`config.mk`:
```
export PLATFORM = sky130hd
export DESIGN_NAME = uart_tx
export DESIGN_NICKNAME = d
export VERILOG_FILES = /design/src/rtl/uart_pkg.sv /design/src/rtl/uart_baud_gen.sv /design/src/rtl/uart_tx.sv
export SDC_FILE = /design/constraint.sdc
export NUM_CORES = 1
export LEC_CHECK = 0
export BUFFER_PORTS_ARGS = -buffer_cell sky130_fd_sc_hd__clkbuf_2
export CORE_MARGIN = 1
export CORE_UTILIZATION = 50
export DETAILED_ROUTE_END_ITERATION = 6
export PLACE_DENSITY = 0.8
export SETUP_SLACK_MARGIN = 0.3
export SYNTH_ARGS = -nofsm -noshare
export SYNTH_HDL_FRONTEND = slang
export SYNTH_HIERARCHICAL = 1
export SYNTH_SLANG_ARGS = --single-unit
```
`constraint.sdc`:
```
create_clock -name SCLK -period 8.2 [get_ports SCLK]
set_clock_uncertainty 0.15 [all_clocks]
set_input_delay 0.41 -clock SCLK [delete_from_list [all_inputs] [get_ports SCLK]]
set_output_delay 0.41 -clock SCLK [all_outputs]
set_load 0.02 [all_outputs]
```
`src/rtl/uart_pkg.sv`:
```
// uart_pkg: configuration encodings, default dividers and TX state encoding shared by the UART TX/RX pair.
package uart_pkg;
  localparam int DEF_DIV_4800 = 2604;
  localparam int DEF_DIV_9600 = 1302;
  localparam int DEF_DIV_14K4 = 868;
  localparam int DEF_DIV_19K2 = 651;
  localparam int DEF_OVS = 8;
  localparam int UM_9_BIT = 2;
  localparam int SM_PAR = 1;
  localparam int SM_STOP2 = 0;
  localparam logic [1:0] B_4800 = 2'b00;
  localparam logic [1:0] B_9600 = 2'b01;
  localparam logic [1:0] B_14K4 = 2'b10;
  localparam logic [1:0] B_19K2 = 2'b11;
  typedef enum logic [2:0] {ST_IDLE, ST_START, ST_DATA, ST_PARITY, ST_STOP} tx_state_t;
  function automatic logic [3:0] data_len(input logic [2:0] u);
    return u[UM_9_BIT] ? 4'd9 : 4'd5 + {1'b0, u};
  endfunction
endpackage

```
`src/rtl/uart_baud_gen.sv`:
```
// uart_baud_gen: baud-select divider emitting a one-cycle oversample tick, restartable to phase-align a frame.
module uart_baud_gen import uart_pkg::*; #(
  parameter int DIV_4800 = DEF_DIV_4800,
  parameter int DIV_9600 = DEF_DIV_9600,
  parameter int DIV_14K4 = DEF_DIV_14K4,
  parameter int DIV_19K2 = DEF_DIV_19K2
) (
  input  logic       i_clk,
  input  logic       i_rst,
  input  logic       i_restart,
  input  logic [1:0] i_baud,
  output logic       o_tick
);
  logic [15:0] r_cnt;
  logic [15:0] w_div;
  assign w_div = i_baud == B_4800 ? 16'(DIV_4800) :
                 i_baud == B_9600 ? 16'(DIV_9600) :
                 i_baud == B_14K4 ? 16'(DIV_14K4) : 16'(DIV_19K2);
  assign o_tick = r_cnt == w_div - 16'd1;
  always_ff @(posedge i_clk or posedge i_rst) begin
    if (i_rst) r_cnt <= '0;
    else r_cnt <= (i_restart || o_tick) ? '0 : r_cnt + 16'd1;
  end
endmodule

```
`src/rtl/uart_tx.sv`:
```
// uart_tx: UART transmitter, 5-9 data bits, optional even parity, 1/2 stop bits, 8x-oversample bit timing.
module uart_tx import uart_pkg::*; #(
  parameter int DIV_4800 = DEF_DIV_4800,
  parameter int DIV_9600 = DEF_DIV_9600,
  parameter int DIV_14K4 = DEF_DIV_14K4,
  parameter int DIV_19K2 = DEF_DIV_19K2,
  parameter int OVS = DEF_OVS
) (
  input  logic       SCLK,
  input  logic       SCLR,
  input  logic [2:0] UMODE,
  input  logic [1:0] SMODE,
  input  logic [4:0] BMODE,
  input  logic       TX_START,
  input  logic [8:0] TX_DATA,
  output logic       TX,
  output logic       TX_BUSY,
  output logic       TX_DONE
);
  localparam int OW = $clog2(OVS);
  tx_state_t r_state, w_state_nxt;
  logic [8:0] r_shift, w_shift_nxt, w_mask;
  logic [3:0] r_len, r_bit, w_bit_nxt;
  logic [1:0] r_baud;
  logic [OW-1:0] r_ovs;
  logic r_par_en, r_two_stop, r_parity, r_stop, w_stop_nxt, r_tx, w_tx_nxt, r_done, w_done_nxt;
  logic w_tick, w_accept, w_bound, w_unused;
  assign w_unused = &{1'b0, BMODE[2:0]};
  assign w_accept = TX_START && r_state == ST_IDLE;
  assign w_bound = w_tick && r_ovs == OW'(OVS - 1);
  assign w_mask = ~(9'h1FF << data_len(UMODE));
  assign TX = r_tx;
  assign TX_BUSY = r_state != ST_IDLE;
  assign TX_DONE = r_done;
  uart_baud_gen #(
    .DIV_4800(DIV_4800), .DIV_9600(DIV_9600), .DIV_14K4(DIV_14K4), .DIV_19K2(DIV_19K2)
  ) u_baud (
    .i_clk(SCLK), .i_rst(SCLR), .i_restart(w_accept), .i_baud(r_baud), .o_tick(w_tick)
  );
  always_comb begin
    w_state_nxt = r_state;
    w_shift_nxt = r_shift;
    w_bit_nxt = r_bit;
    w_stop_nxt = r_stop;
    w_tx_nxt = r_tx;
    w_done_nxt = 1'b0;
    case (r_state)
      ST_IDLE: if (w_accept) begin
        w_state_nxt = ST_START;
        w_shift_nxt = TX_DATA;
        w_bit_nxt = '0;
        w_stop_nxt = 1'b0;
        w_tx_nxt = 1'b0;
      end
      ST_START: if (w_bound) begin
        w_state_nxt = ST_DATA;
        w_tx_nxt = r_shift[0];
      end
      ST_DATA: if (w_bound) begin
        if (r_bit == r_len - 4'd1) begin
          w_state_nxt = r_par_en ? ST_PARITY : ST_STOP;
          w_tx_nxt = r_par_en ? r_parity : 1'b1;
        end else begin
          w_bit_nxt = r_bit + 4'd1;
          w_shift_nxt = r_shift >> 1;
          w_tx_nxt = r_shift[1];
        end
      end
      ST_PARITY: if (w_bound) begin
        w_state_nxt = ST_STOP;
        w_tx_nxt = 1'b1;
      end
      ST_STOP: if (w_bound) begin
        if (r_two_stop && !r_stop) w_stop_nxt = 1'b1;
        else begin
          w_state_nxt = ST_IDLE;
          w_done_nxt = 1'b1;
        end
      end
      default: begin
        w_state_nxt = ST_IDLE;
        w_tx_nxt = 1'b1;
      end
    endcase
  end
  always_ff @(posedge SCLK or posedge SCLR) begin
    if (SCLR) begin
      r_state <= ST_IDLE;
      r_shift <= '0;
      r_bit <= '0;
      r_stop <= 1'b0;
      r_tx <= 1'b1;
      r_done <= 1'b0;
      r_ovs <= '0;
      r_len <= '0;
      r_par_en <= 1'b0;
      r_two_stop <= 1'b0;
      r_baud <= '0;
      r_parity <= 1'b0;
    end else begin
      r_state <= w_state_nxt;
      r_shift <= w_shift_nxt;
      r_bit <= w_bit_nxt;
      r_stop <= w_stop_nxt;
      r_tx <= w_tx_nxt;
      r_done <= w_done_nxt;
      r_ovs <= w_accept ? '0 : w_tick ? (r_ovs == OW'(OVS - 1) ? '0 : r_ovs + 1'b1) : r_ovs;
      if (w_accept) begin
        r_len <= data_len(UMODE);
        r_par_en <= SMODE[SM_PAR];
        r_two_stop <= SMODE[SM_STOP2];
        r_baud <= BMODE[4:3];
        r_parity <= ^(TX_DATA & w_mask);
      end
    end
  end
endmodule

```
==> results.cfg, run 1 <==
[grt]
grt-ovfl-total = 0
grt_pass1_wl_um = 9590
antenna_found_initial = 0
grt_use_total_pct = 20.4
grt_pass1_vias = 2105
grt_max_degree = 32

[drt]
dr.max_layer_used = met4
met3_length_um = 184
drc = 0
first_iter_violations = 86
ant_nets = 0
dr.pass1.iters = 4
drt-met1-wl_um = 2610
num_vias = 2087
via_per_inst = 5.63
route.met2.wl_um = 2510
wl_um = 5390
wl_per_cell_um = 14.5

[worst_setup_path]
startpoint_type = register
rr_startpoint = r_baud[0]$_DFFE_PP0P_
ff2ff_path_depth = 10
cp.required_ps = 8240
reg2reg_slack_ps = 4910
cp.arrival_ps = 3330
end_kind = register
path_class = reg -> reg
worstReg2RegEnd = r_bit[2]$_DFFE_PP0P_
worstPathMaxFanout = 11

[clock_network]
clkTransAtPathRegs_ps = 90
cts_made_buffers = 5
cts.sinks = 47
clockBufferDepth = 2
cts_root_buf = clkbuf_8
post_cts_resize_count = 0
clk_latency_ps = 310
post_cts_buffers = 0
cts_tree = done
hold_buffers = 0
htree_levels = 2

[floorplanning]
rows = 26
fp.dieH_um = 76.8
num_io_pins = 25
die_x_um = 76.8
die-area_mm2 = 0.00590
initial_core_util_pct = 53.4
core_area_mm2 = 0.00524

[power]
vdd_drop_max_v = 0.0000997
p_comb_share_pct = 7.0
pwr-share-seq_pct = 55.5
p_sw_share_pct = 22.9
p_leak_nw = 1.33
clkPwrFrac_pct = 37.5
p_sw_mw = 0.0957
internal_power_mw = 0.322
p_per_area_mw_per_mm2 = 138

[yosys]
yosysSeqAreaShare_pct = 42.1
ys_ff_latch = 47
syn_area_per_cell_um2 = 9.96
syn_area_mm2 = 0.00280
synth_warnings = 6
syn_inst = 281
synth_edf_count = 0
syn_nets = 315
async_flop_share_pct = 100
ys.flop_type = dfrtp_1
synth_cell_types = 56

[timing]
slew_violations = 0
report.final.hold_viol_count = 0
worst_slew_pin_slew_ps = 636
slew_headroom_pct = 57.4
setup_viol = 0
period_needed_ps = 3290
fin_tns_setup_ps = 0
rsz0062_at_grt = no
fmax_mhz = 304
hold_ws_ps = 31.2
finalCritPeriodShare_pct = 40.1

[finish]
nets = 334
syn_to_final_growth_pct = 8.23
drive_gt1_share_pct = 19.9
mostFrequentLayoutCell = dfrtp_1
diodes = 0
fin_area_mm2 = 0.00303
nFillCells = 455
layout_common_cells = dfrtp_1 (46), nand2_1 (23), clkbuf_2 (21)

[run_status]
status = finished clean

[hold_path]
hold_path_class = in -> async

[placed_design]
portBuffers = 21
hpwlAfterDp_um = 3920
place_congestion = 0.820
placed_area_mm2 = 0.00293

[flow_run]
maxCapViolations = 0
-- per-layer routing --
layer / GRT usage (%) / vias to the layer above
li1: - / 1026
met2: 32.1 / 40
met4: 8.46 / 0
met3: 3.69 / 7
met5: 0 / -
met1: 27.7 / 1014
-- sequential cells by signal, summed over array words and instances (netlist names), 2 cells and up --
signal,flops
r_len,4
r_shift,9
r_bit,4
r_state,3
r_ovs,3
u_baud/r_cnt,16
r_baud,2
-- stage by stage --
step	worst slack (ps)	cells	utilization, %	power (mW)
finish	4910	371	57.8	0.417
global placement	5020	363	55.9	0.264
global route	4660	371	57.8	0.435
detailed placement	4920	363	55.9	0.265
CTS	4900	371	57.8	0.421
floorplan	5300	281	-	0.255
-- area by class of cell --
type                       instances  area (um2)  area share (%)
multi-input combinational        210        1500            49.4
sequential                        47        1180            38.9
timing repair buffer              22         113            3.72
clock buffer                       7        96.3            3.18
tap                               70        87.6            2.89
inverter                          14        52.6            1.73
clock inverter                     1        7.51           0.248
-- power groups by stage --
stage | Sequential (mW) | Combinational, mW | Clock, mW
final | 0.232 | 0.0291 | 0.157
after global routing | 0.232 | 0.0326 | 0.171
after CTS | 0.232 | 0.0295 | 0.160
after detailed placement | 0.236 | 0.0290 | 0
after global placement | 0.236 | 0.0283 | 0
after floorplan | 0.236 | 0.0185 | 0
-- Yosys cell counts, types with 5 or more instances --
library cell	n	area, um2
a21oi_1	12	60.1
a2bb2oi_1	5	43.8
and2_1	5	31.3
and3_1	5	31.3
dfrtp_1	46	1150
ha_1	12	150
inv_1	13	48.8
nand2_1	23	86.3
nand3_1	7	35.0
nand3b_1	5	37.5
nor2_1	16	60.1
nor2_2	10	62.6
o21ai_0	13	65.1
o22ai_1	9	56.3
xnor2_1	16	140
xor2_1	14	123
-- how the worst max path moves through the flow --
stage | startpoint | endpoint | slack (ps) | cells after the start
2_1_floorplan | r_baud[0]$_DFFE_PP0P_ | r_bit[3]$_DFFE_PP0P_ | 5300 | 10
3_3_place_gp | r_baud[0]$_DFFE_PP0P_ | r_bit[2]$_DFFE_PP0P_ | 5020 | 9
3_5_place_dp | r_baud[0]$_DFFE_PP0P_ | r_bit[2]$_DFFE_PP0P_ | 4920 | 10
4_1_cts | r_baud[0]$_DFFE_PP0P_ | r_bit[2]$_DFFE_PP0P_ | 4900 | 10
5_1_grt | r_baud[0]$_DFFE_PP0P_ | r_bit[2]$_DFFE_PP0P_ | 4660 | 10
6_report | r_baud[0]$_DFFE_PP0P_ | r_bit[2]$_DFFE_PP0P_ | 4910 | 10
-- cells by family after synthesis --
family	share of synthesized area (%)
buf+inv	4.51
mux	2.06
simple gates	20.0
flops	42.1
fa+ha+maj	5.77
compound gates	15.4
xor+xnor	10.2
-- critical path, stage by stage, from the launching register on --
cell and delay (ps):
dfrtp_1 490, inv_1 100, ha_1 320, or3b_2 470, a22oi_1 260, and3_1 320
and2_1 230, nand2_1 280, nor3b_1 340, xnor2_1 160, nor2_1 50
No activity file was read; power rests on OpenSTA's default activity.
==> run 2: changes to the inputs <==
- PLACE_DENSITY: 0.8 -> 0.83
- clock period: 8.2 -> 3 ns (I/O delays scaled with it)
==> run 2 against run 1 <==
  * Final area rose by 10%
  * Wire length rose by 13%
  * Flip-flop and latch count did not move
  * Maximum frequency rose by 21%
  * Non-clock buffer count rose by 22
  * Global-route usage rose by 0.54 points
  * Combinational power rose to 3.0 times the previous value
  * Sequential power rose to 2.7 times the previous value
  * First-iteration DRC count fell by 12%
  * Core utilization rose by 5.9 points
  * Highest routed layer unchanged
==> results.cfg, run 2 (same netlist as run 1, synthesis figures left out) <==
[power]
p_leak_nw = 1.46
p_per_area_mw_per_mm2 = 355
vdd_drop_max_v = 0.000207

[drt]
drc = 0
first_iter_violations = 76
num_vias = 2225
dr.pass1.iters = 4
wl_um = 6110
via_per_inst = 5.66
ant_nets = 0
wl_per_cell_um = 15.5

[worst_setup_path]
crit_family = simple AND/OR/NAND/NOR gates
cpPeakStageDelay_ps = 520
crit_path_top_delay_cell = or4b_4
startpoint_type = register
cp.arrival_ps = 2750
ff2ff_path_depth = 9
worstReg2RegEnd = r_shift[1]$_DFFE_PP0P_
end_kind = register
path_class = reg -> reg
reg2reg_slack_ps = 290
crit_chain = ha_4 > or4b_4 > a2111oi_4 > and3_4 > and2_4 > nand2_4 > buf_6 > o22ai_1 > a2bb2oi_2
path_buf_inv = 1
rr_startpoint = r_baud[0]$_DFFE_PP0P_
worstPathMaxFanout = 5
cp.required_ps = 3040
path_depth = 9

[finish]
layout_common_cells = dfrtp_1 (45), nand2_1 (21), clkbuf_2 (21)
drive_gt1_share_pct = 29.4
nets = 356
fin_area_mm2 = 0.00334
mostFrequentLayoutCell = dfrtp_1
regMostFlops = u_baud/r_cnt
reg_top3 = u_baud/r_cnt (16), r_shift (9)
syn_to_final_growth_pct = 19.2
diodes = 0
largest_reg_flops = 16

[timing]
period_needed_ps = 2710
slew_headroom_pct = 58.8
rsz0062_at_grt = yes
slew_violations = 0
finalCritPeriodShare_pct = 90.4
fin_tns_setup_ps = 0
report.final.hold_viol_count = 0
worst_slew_pin_slew_ps = 618
fmax_mhz = 369
hold_ws_ps = 47.2
setup_viol = 0

[floorplanning]
die-area_mm2 = 0.00590
initial_core_util_pct = 53.4
die_x_um = 76.8
num_io_pins = 25
core_area_mm2 = 0.00524
rows = 26
fp.dieH_um = 76.8

[placed_design]
place_congestion = 0.840
placed_area_mm2 = 0.00300
hpwlAfterDp_um = 4000
portBuffers = 21

[clock_network]
htree_levels = 2
clk_latency_ps = 310
cts_tree = done
clkTransAtPathRegs_ps = 100
clockBufferDepth = 2
cts_made_buffers = 5
cts.sinks = 47
cts_root_buf = clkbuf_8

[hold_path]
hold_path_class = in -> reg
min_to = r_shift[4]$_DFFE_PP0P_
hold_depth = 3
hold_start = TX_DATA[4]

[grt]
grt-ovfl-total = 0
grt_pass1_vias = 2111
grt_pass1_wl_um = 9720
grt_use_total_pct = 21.0
grt_max_degree = 32
antenna_found_initial = 0

[run_status]
status = finished clean

[flow_run]
maxCapViolations = 0
run 2: cell types whose count changed in the layout (fill, tap and decap cells not counted), sizes merged:
cell         before  now
buf               1   16
dlygate4sd3       0    7
bufinv            0    1
clkbuf           28   27
run 2: routing by layer:
| layer | vias up | track usage, % | routed length, um |
|---|---|---|---|
| met4 | 0 | 7.12 | 87 |
| met2 | 49 | 35.4 | 3040 |
| met1 | 1096 | 27.5 | 2780 |
| met3 | 8 | 3.10 | 202 |
| li1 | 1072 | - | - |
| met5 | - | 0 | 0 |
run 2: worst max path at each step:
stage,start,to,slack [ps]
floorplan,r_baud[1]$_DFFE_PP0P_,r_bit[3]$_DFFE_PP0P_,310
global placement,r_baud[0]$_DFFE_PP0P_,r_shift[2]$_DFFE_PP0P_,180
detailed placement,r_baud[0]$_DFFE_PP0P_,r_shift[3]$_DFFE_PP0P_,90
CTS,r_baud[0]$_DFFE_PP0P_,r_shift[3]$_DFFE_PP0P_,300
global route,r_baud[0]$_DFFE_PP0P_,r_shift[7]$_DFFE_PP0P_,170
finish,r_baud[0]$_DFFE_PP0P_,r_shift[1]$_DFFE_PP0P_,290
run 2: timing repair:
item	CTS	global route
cloned	1	0
endpoints found under the setup margin	15	14
buffers inserted	8	2
pin swaps	4	3
hold buffers	7	0
hold endpoints to repair	52	0
resized for setup	7	11
run 2: power by group:
group	total, mW	switching [mW]	internal (mW)
Sequential	0.633	0	0.633
Combinational	0.0881	0.0444	0.0437
Clock	0.464	0.215	0.249
Total	1.19	0.260	0.925
run 2: stage by stage:
step	power, mW	instances	setup WS (ps)	utilization (%)
6_report	1.19	393	288	63.7
5_1_grt	1.23	393	173	63.7
4_1_cts	1.20	391	297	62.6
3_5_place_dp	0.724	367	93.5	57.3
3_3_place_gp	0.722	367	180	57.3
2_1_floorplan	0.696	281	313	-
run 2: area by class of cell:
cell class | count | area (um2)
Timing Repair Buffer | 44 | 303
Clock inverter | 2 | 37.5
Fill cell | 393 | 1900
Tap cell | 70 | 87.6
Sequential cell | 47 | 1180
Clock buffer | 6 | 72.6
Multi-Input combinational cell | 210 | 1610
Inverter | 14 | 52.6
run 2: worst register-to-register path: stages, from the launching register on:
cell,delay [ps]
dfrtp_2,450
ha_4,190
or4b_4,520
a2111oi_4,330
and3_4,280
and2_4,180
nand2_4,80
buf_6,180
o22ai_1,160
a2bb2oi_2,80
